==> src/rtl/fifo_uart_tx_if.sv <==
`default_nettype none
// ============================================================================
// Module   : fifo_uart_tx_if
// Brief    : FIFO-drain and serial-side signal bundle for fifo_uart_tx.
// Revision : 1.0
// ============================================================================
interface fifo_uart_tx_if;
    logic        i_enable;
    logic        i_fifo_empty;
    logic [7:0]  i_fifo_data;
    logic        o_fifo_rd;
    logic        o_tx;
    logic        o_busy;
    logic        o_tx_done;
    logic [15:0] o_bytes_sent;

    // slave = the UART drain block, master = the FIFO/control side
    modport slave (
        input  i_enable, i_fifo_empty, i_fifo_data,
        output o_fifo_rd, o_tx, o_busy, o_tx_done, o_bytes_sent
    );

    modport master (
        output i_enable, i_fifo_empty, i_fifo_data,
        input  o_fifo_rd, o_tx, o_busy, o_tx_done, o_bytes_sent
    );
endinterface
`default_nettype wire

==> src/rtl/fifo_uart_tx.sv <==
`default_nettype none
// ============================================================================
// Module   : fifo_uart_tx
// Brief    : Pops bytes from a synchronous FIFO and sends them as 8N1 frames.
// Revision : 1.0
// ============================================================================
module fifo_uart_tx #(
    parameter int CLKS_PER_BIT = 16
) (
    input  wire logic   clk,
    input  wire logic   rst_n,
    fifo_uart_tx_if.slave bus
);
    localparam int CNT_W = (CLKS_PER_BIT > 1) ? $clog2(CLKS_PER_BIT) : 1;
    localparam logic [CNT_W-1:0] c_CNT_LAST = CNT_W'(CLKS_PER_BIT - 1);

    typedef enum logic [2:0] {
        S_IDLE  = 3'd0,
        S_POP   = 3'd1,
        S_LOAD  = 3'd2,
        S_START = 3'd3,
        S_DATA  = 3'd4,
        S_STOP  = 3'd5
    } state_t;

    state_t           r_state,  w_state_nx;
    logic             r_tx,     w_tx_nx;
    logic             r_rd,     w_rd_nx;
    logic             r_busy;
    logic             r_done,   w_done_nx;
    logic [CNT_W-1:0] r_cnt,    w_cnt_nx;
    logic [2:0]       r_bit,    w_bit_nx;
    logic [7:0]       r_shift,  w_shift_nx;
    logic [15:0]      r_bytes,  w_bytes_nx;
    logic             w_cnt_last;

    assign w_cnt_last = (r_cnt == c_CNT_LAST);

    always_ff @(posedge clk or negedge rst_n) begin
        if (!rst_n) begin
            r_state <= S_IDLE;
            r_tx    <= 1'b1;
            r_rd    <= 1'b0;
            r_busy  <= 1'b0;
            r_done  <= 1'b0;
            r_cnt   <= '0;
            r_bit   <= 3'd0;
            r_shift <= 8'd0;
            r_bytes <= 16'd0;
        end else begin
            r_state <= w_state_nx;
            r_tx    <= w_tx_nx;
            r_rd    <= w_rd_nx;
            r_busy  <= (w_state_nx != S_IDLE);
            r_done  <= w_done_nx;
            r_cnt   <= w_cnt_nx;
            r_bit   <= w_bit_nx;
            r_shift <= w_shift_nx;
            r_bytes <= w_bytes_nx;
        end
    end

    always_comb begin
        w_state_nx = r_state;
        w_tx_nx    = r_tx;
        w_rd_nx    = 1'b0;
        w_done_nx  = 1'b0;
        w_cnt_nx   = r_cnt;
        w_bit_nx   = r_bit;
        w_shift_nx = r_shift;
        w_bytes_nx = r_bytes;

        case (r_state)
            S_IDLE: begin
                w_tx_nx = 1'b1;
                if (bus.i_enable && !bus.i_fifo_empty) begin
                    w_rd_nx    = 1'b1;
                    w_state_nx = S_POP;
                end
            end
            // FIFO registers its data_out on this edge; capture it next cycle
            S_POP: begin
                w_state_nx = S_LOAD;
            end
            S_LOAD: begin
                w_shift_nx = bus.i_fifo_data;
                w_tx_nx    = 1'b0;
                w_cnt_nx   = '0;
                w_bit_nx   = 3'd0;
                w_state_nx = S_START;
            end
            S_START: begin
                if (w_cnt_last) begin
                    w_cnt_nx   = '0;
                    w_tx_nx    = r_shift[0];
                    w_state_nx = S_DATA;
                end else begin
                    w_cnt_nx = r_cnt + CNT_W'(1);
                end
            end
            S_DATA: begin
                if (w_cnt_last) begin
                    w_cnt_nx = '0;
                    if (r_bit == 3'd7) begin
                        w_tx_nx    = 1'b1;
                        w_state_nx = S_STOP;
                    end else begin
                        // bit 0 of the shifter always mirrors the line
                        w_shift_nx = {1'b0, r_shift[7:1]};
                        w_tx_nx    = r_shift[1];
                        w_bit_nx   = r_bit + 3'd1;
                    end
                end else begin
                    w_cnt_nx = r_cnt + CNT_W'(1);
                end
            end
            S_STOP: begin
                if (w_cnt_last) begin
                    w_cnt_nx   = '0;
                    w_done_nx  = 1'b1;
                    w_bytes_nx = r_bytes + 16'd1;
                    w_state_nx = S_IDLE;
                end else begin
                    w_cnt_nx = r_cnt + CNT_W'(1);
                end
            end
            default: begin
                w_tx_nx    = 1'b1;
                w_state_nx = S_IDLE;
            end
        endcase
    end

    assign bus.o_fifo_rd    = r_rd;
    assign bus.o_tx         = r_tx;
    assign bus.o_busy       = r_busy;
    assign bus.o_tx_done    = r_done;
    assign bus.o_bytes_sent = r_bytes;
endmodule
`default_nettype wire

==> src/flat_wrapper.sv <==
// flat-port wrapper written by rule: the top's interface ports become plain ports
module fifo_uart_tx_flat 
#(
    parameter int CLKS_PER_BIT = 16
)
  (clk, rst_n, bus_i_enable, bus_i_fifo_empty, bus_i_fifo_data, bus_o_fifo_rd, bus_o_tx, bus_o_busy, bus_o_tx_done, bus_o_bytes_sent);
  fifo_uart_tx_if bus_i ();
  input  wire logic clk;
  input  wire logic rst_n;
  input wire logic [$bits(bus_i.i_enable)-1:0] bus_i_enable;
  input wire logic [$bits(bus_i.i_fifo_empty)-1:0] bus_i_fifo_empty;
  input wire logic [$bits(bus_i.i_fifo_data)-1:0] bus_i_fifo_data;
  output wire logic [$bits(bus_i.o_fifo_rd)-1:0] bus_o_fifo_rd;
  output wire logic [$bits(bus_i.o_tx)-1:0] bus_o_tx;
  output wire logic [$bits(bus_i.o_busy)-1:0] bus_o_busy;
  output wire logic [$bits(bus_i.o_tx_done)-1:0] bus_o_tx_done;
  output wire logic [$bits(bus_i.o_bytes_sent)-1:0] bus_o_bytes_sent;
  assign bus_i.i_enable = bus_i_enable;
  assign bus_i.i_fifo_empty = bus_i_fifo_empty;
  assign bus_i.i_fifo_data = bus_i_fifo_data;
  assign bus_o_fifo_rd = bus_i.o_fifo_rd;
  assign bus_o_tx = bus_i.o_tx;
  assign bus_o_busy = bus_i.o_busy;
  assign bus_o_tx_done = bus_i.o_tx_done;
  assign bus_o_bytes_sent = bus_i.o_bytes_sent;
  fifo_uart_tx #(.CLKS_PER_BIT(CLKS_PER_BIT)) u_core (.clk(clk), .rst_n(rst_n), .bus(bus_i));
endmodule
==> config.mk <==
export PLATFORM = sky130hd
export DESIGN_NAME = fifo_uart_tx_flat
export DESIGN_NICKNAME = d
export VERILOG_FILES = /design/src/rtl/fifo_uart_tx_if.sv /design/src/rtl/fifo_uart_tx.sv /design/src/flat_wrapper.sv
export SDC_FILE = /design/constraint.sdc
export NUM_CORES = 1
export LEC_CHECK = 0
export CAP_MARGIN = 20
export CORE_MARGIN = 2
export CORE_UTILIZATION = 35
export DETAILED_ROUTE_END_ITERATION = 16
export PLACE_DENSITY = 0.67
export SLEW_MARGIN = 15
export SYNTH_ARGS = -nofsm -noshare
export SYNTH_HDL_FRONTEND = slang
export SYNTH_SLANG_ARGS = --single-unit
==> constraint.sdc <==
create_clock -name clk -period 1.9 [get_ports clk]
set_input_delay 0.38 -clock clk [delete_from_list [all_inputs] [get_ports clk]]
set_output_delay 0.38 -clock clk [all_outputs]
set_load 0.01 [all_outputs]
==> results.toml <==
[run_status]
status = "finished, final reports clean"

[clock_network]
clockBufferDepth = 2
cts_made_buffers = 5
htree_levels = 2
clkLatencyLatePin_ps = 280
path_clk_slew_ps = 70
cts.sinks = 38
cts_tree = "built"
cts-root-buf = "clkbuf_8"
post-cts-setup-buffer-count = 0

[timing]
finClkSkew_ps = 8.14
rsz0062_at_grt = "no"
tns_ps = 0
setup_violations = 0
relSlewSlack = 0.682
worst_pin_slew_ps = 477
fin_crit_ps = 1810
timing.final.hold_violations = 0
fin_crit_sh = 0.952
finalMaxSlewViolations = 0
fmaxAchievable_ghz = 0.553

[layout]
layout-drive-gt1-share = 0.135
layout.nets = 238
stdcell_area_sq_um = 2460
area_delta_synth_final_pct = 27.8
n_antenna_cell = 0
fin_cells = 293

[place]
gp_congestion = 0.804
dp_hpwl_mm = 2.63
io_buffers = 31
placed_cell_area_sq_um = 2350
dp_cells = 285

[critical_path]
critPathLaunch = "u_core.r_bit[0]$_DFFE_PN0P_"
cp-endpoint = "u_core.r_shift[7]$_DFFE_PN0P_"
r2r-end = "u_core.r_shift[7]$_DFFE_PN0P_"
critical_path_required_ps = 2080
critical_path_class = "flip-flop to flip-flop"
critPathCaptureType = "flip-flop"
worstPathMaxFanout = 10
rrSetupSlack_ps = 90
reg2regPathDepth = 6
cp.arrival_ps = 1990
cp-start-kind = "flip-flop"
reg2reg_from = "u_core.r_bit[0]$_DFFE_PN0P_"

[global_routing]
grt_pass1_wl_mm = 6.56
grt_max_degree = 22
met2_usage = 0.225
grt_util_all_layers = 0.136
first_global_vias = 1427
use_met1 = 0.169
antenna_found_initial = 0
grt_most_used_layer = "met2"
overflow = 0
met3_usage = 0.0402

[logic_synthesis]
syn_inst = 184
ys_ff_latch = 38
avgSynthCellArea_sq_um = 10.5
synth_area_sq_um = 1920
synthDistinctLibCells = 42
ys_warn_count = 0
yosysSeqAreaShare = 0.495
synth_nets = 200

[die]
die_area_sq_um = 6110
die_y_microns = 78.2
core-area_sq_um = 5200
ioPinCount = 32
num_rows = 26
initial_utilization = 0.370
dieWidth_microns = 78.2

[route]
wirelength_mm = 3.76
via_per_inst = 5.01
first_pass_iters = 4
vias = 1468
antenna_left = 0
wire_per_inst_microns = 12.8
drc = 0
drt-initial-drc-count = 46

[power_and_ir_drop]
ir_drop_mv = 0.243
leakagePower_nw = 1.13
p_total_w = 0.00154
p_per_area_nw_per_um2 = 624

[min_path]
hold_path_class = "input port to async pin"

[flow_run]
drv_cap = 0
[cell usage after synthesis (all sizes together)]
cell type   n  area share
nand2      19       0.037
inv         4      0.0078
ha          4       0.026
dfrtp      37        0.48
nand3b      1      0.0059
xnor2       9       0.041
a211oi      1      0.0039
nor2        7       0.015
or3         1      0.0033
mux2i       8       0.042
clkbuf      4      0.0078
xor2        6       0.027
or4b        1      0.0052
o41ai       1      0.0046
or2         2      0.0065
a22oi       1      0.0039
nor4        4       0.029
a22o        1      0.0046
nand2b      2      0.0065
nand4       3      0.0098
a21oi       8       0.027
nor3        2      0.0052
nand3       7       0.025
buf         6       0.020
o22ai       1      0.0033
nor2b       4       0.013
and3        2      0.0065
mux2        3       0.018
and4        2      0.0091
a41o        1      0.0052
dfstp       1       0.014
a31oi       2      0.0065
a21o        1      0.0039
and4b       1      0.0072
o21ai      27       0.070
[cell families after synthesis]
| logic type | share of synthesized area |
|---|---|
| simple gates | 0.183 |
| compound gates | 0.133 |
| flops | 0.495 |
| xor+xnor | 0.0683 |
| buf+inv | 0.0358 |
| mux | 0.0592 |
| fa+ha+maj | 0.0260 |
[layout make-up]
class / instances / area, sq um
clock buffers: 7 / 76.3
fillers: 511 / 2750
clock inverters: 1 / 30.0
flip-flops and latches: 38 / 952
well taps: 70 / 87.6
repair buffers: 41 / 393
multi-input cells: 132 / 906
inverters: 4 / 15.0
[power by group]
part	switching (W)	total [W]	internal (W)
Combinational	0.0000239	0.0000543	0.0000304
Sequential	0.00000539	0.000823	0.000818
Clock	0.000265	0.000657	0.000393
Total	0.000294	0.00154	0.00124
[per-stage QoR]
| stage | setup WS (ps) | hold slack (ps) | utilization |
|---|---|---|---|
| finish | 90.7 | 47.1 | 0.473 |
| global route | 36.2 | 56.8 | 0.473 |
| CTS | 81.5 | 54.8 | 0.473 |
| detailed placement | 8.07 | 371 | 0.452 |
| global placement | 39.6 | 360 | 0.452 |
| floorplan | 36.1 | 84.4 | - |
[state kept, by name, indices dropped and copies added, names as in the netlist]
name,count
u_core.r_shift,8
u_core.bus.o_fifo_rd,1
u_core.bus.o_tx_done,1
u_core.r_state,3
u_core.bus.o_bytes_sent,16
u_core.bus.o_tx,1
u_core.r_bit,3
u_core.r_cnt,4
u_core.bus.o_busy,1
[per-layer routing]
layer  share of wire  vias to the layer above
met2            0.50                       24
met4          0.0085                        0
met1            0.46                      716
met3           0.036                        2
li1                -                      726
met5               0                        -
[worst min-delay path by stage]
stage | start | end | slack, ps | cells after the start
4_1_cts | rst_n | u_core.r_shift[7]$_DFFE_PN0P_ | 50 | 1
3_3_place_gp | rst_n | u_core.bus.o_bytes_sent[3]$_DFFE_PN0P_ | 360 | 1
3_5_place_dp | rst_n | u_core.bus.o_bytes_sent[3]$_DFFE_PN0P_ | 370 | 1
2_1_floorplan | rst_n | u_core.bus.o_busy$_DFF_PN0_ | 80 | 0
5_1_grt | rst_n | u_core.bus.o_bytes_sent[3]$_DFFE_PN0P_ | 60 | 1
6_report | rst_n | u_core.bus.o_bytes_sent[3]$_DFFE_PN0P_ | 50 | 1
[critical path: stages (launching register included)]
cell     delay (ps)
dfrtp_1         380
ha_1            200
ha_1            190
and4b_4         360
a21oi_4          60
or2_4           280
a22o_1          230
[placed cells by master (no fill, tap or decap), types with 2 or more instances in the layout]
cell type	netlist	final
and4_1	2	2
clkdlybuf4s50_1	0	30
ha_1	4	4
a31oi_1	2	2
dfrtp_1	37	37
nand2b_1	2	2
mux2_2	3	3
xnor2_1	9	9
xor2_1	6	6
clkbuf_8	0	5
a21oi_1	7	7
o21ai_0	27	27
nor2_1	6	6
nor2b_1	4	4
nand4_1	3	3
buf_4	1	9
clkbuf_1	4	2
mux2i_1	8	8
nand2_1	19	19
inv_1	4	4
nor3_1	2	2
nand3_1	6	6
nor4_1	2	2
nor4_4	2	2
and3_1	2	2
[what timing repair did]
action / CTS / global route
hold buffers: 0 / 0
endpoints found under the setup margin: 1 / 0
gates resized for setup: 1 / 0
endpoints found under the hold margin: 0 / 0
No activity file was read; power rests on OpenSTA's default activity.
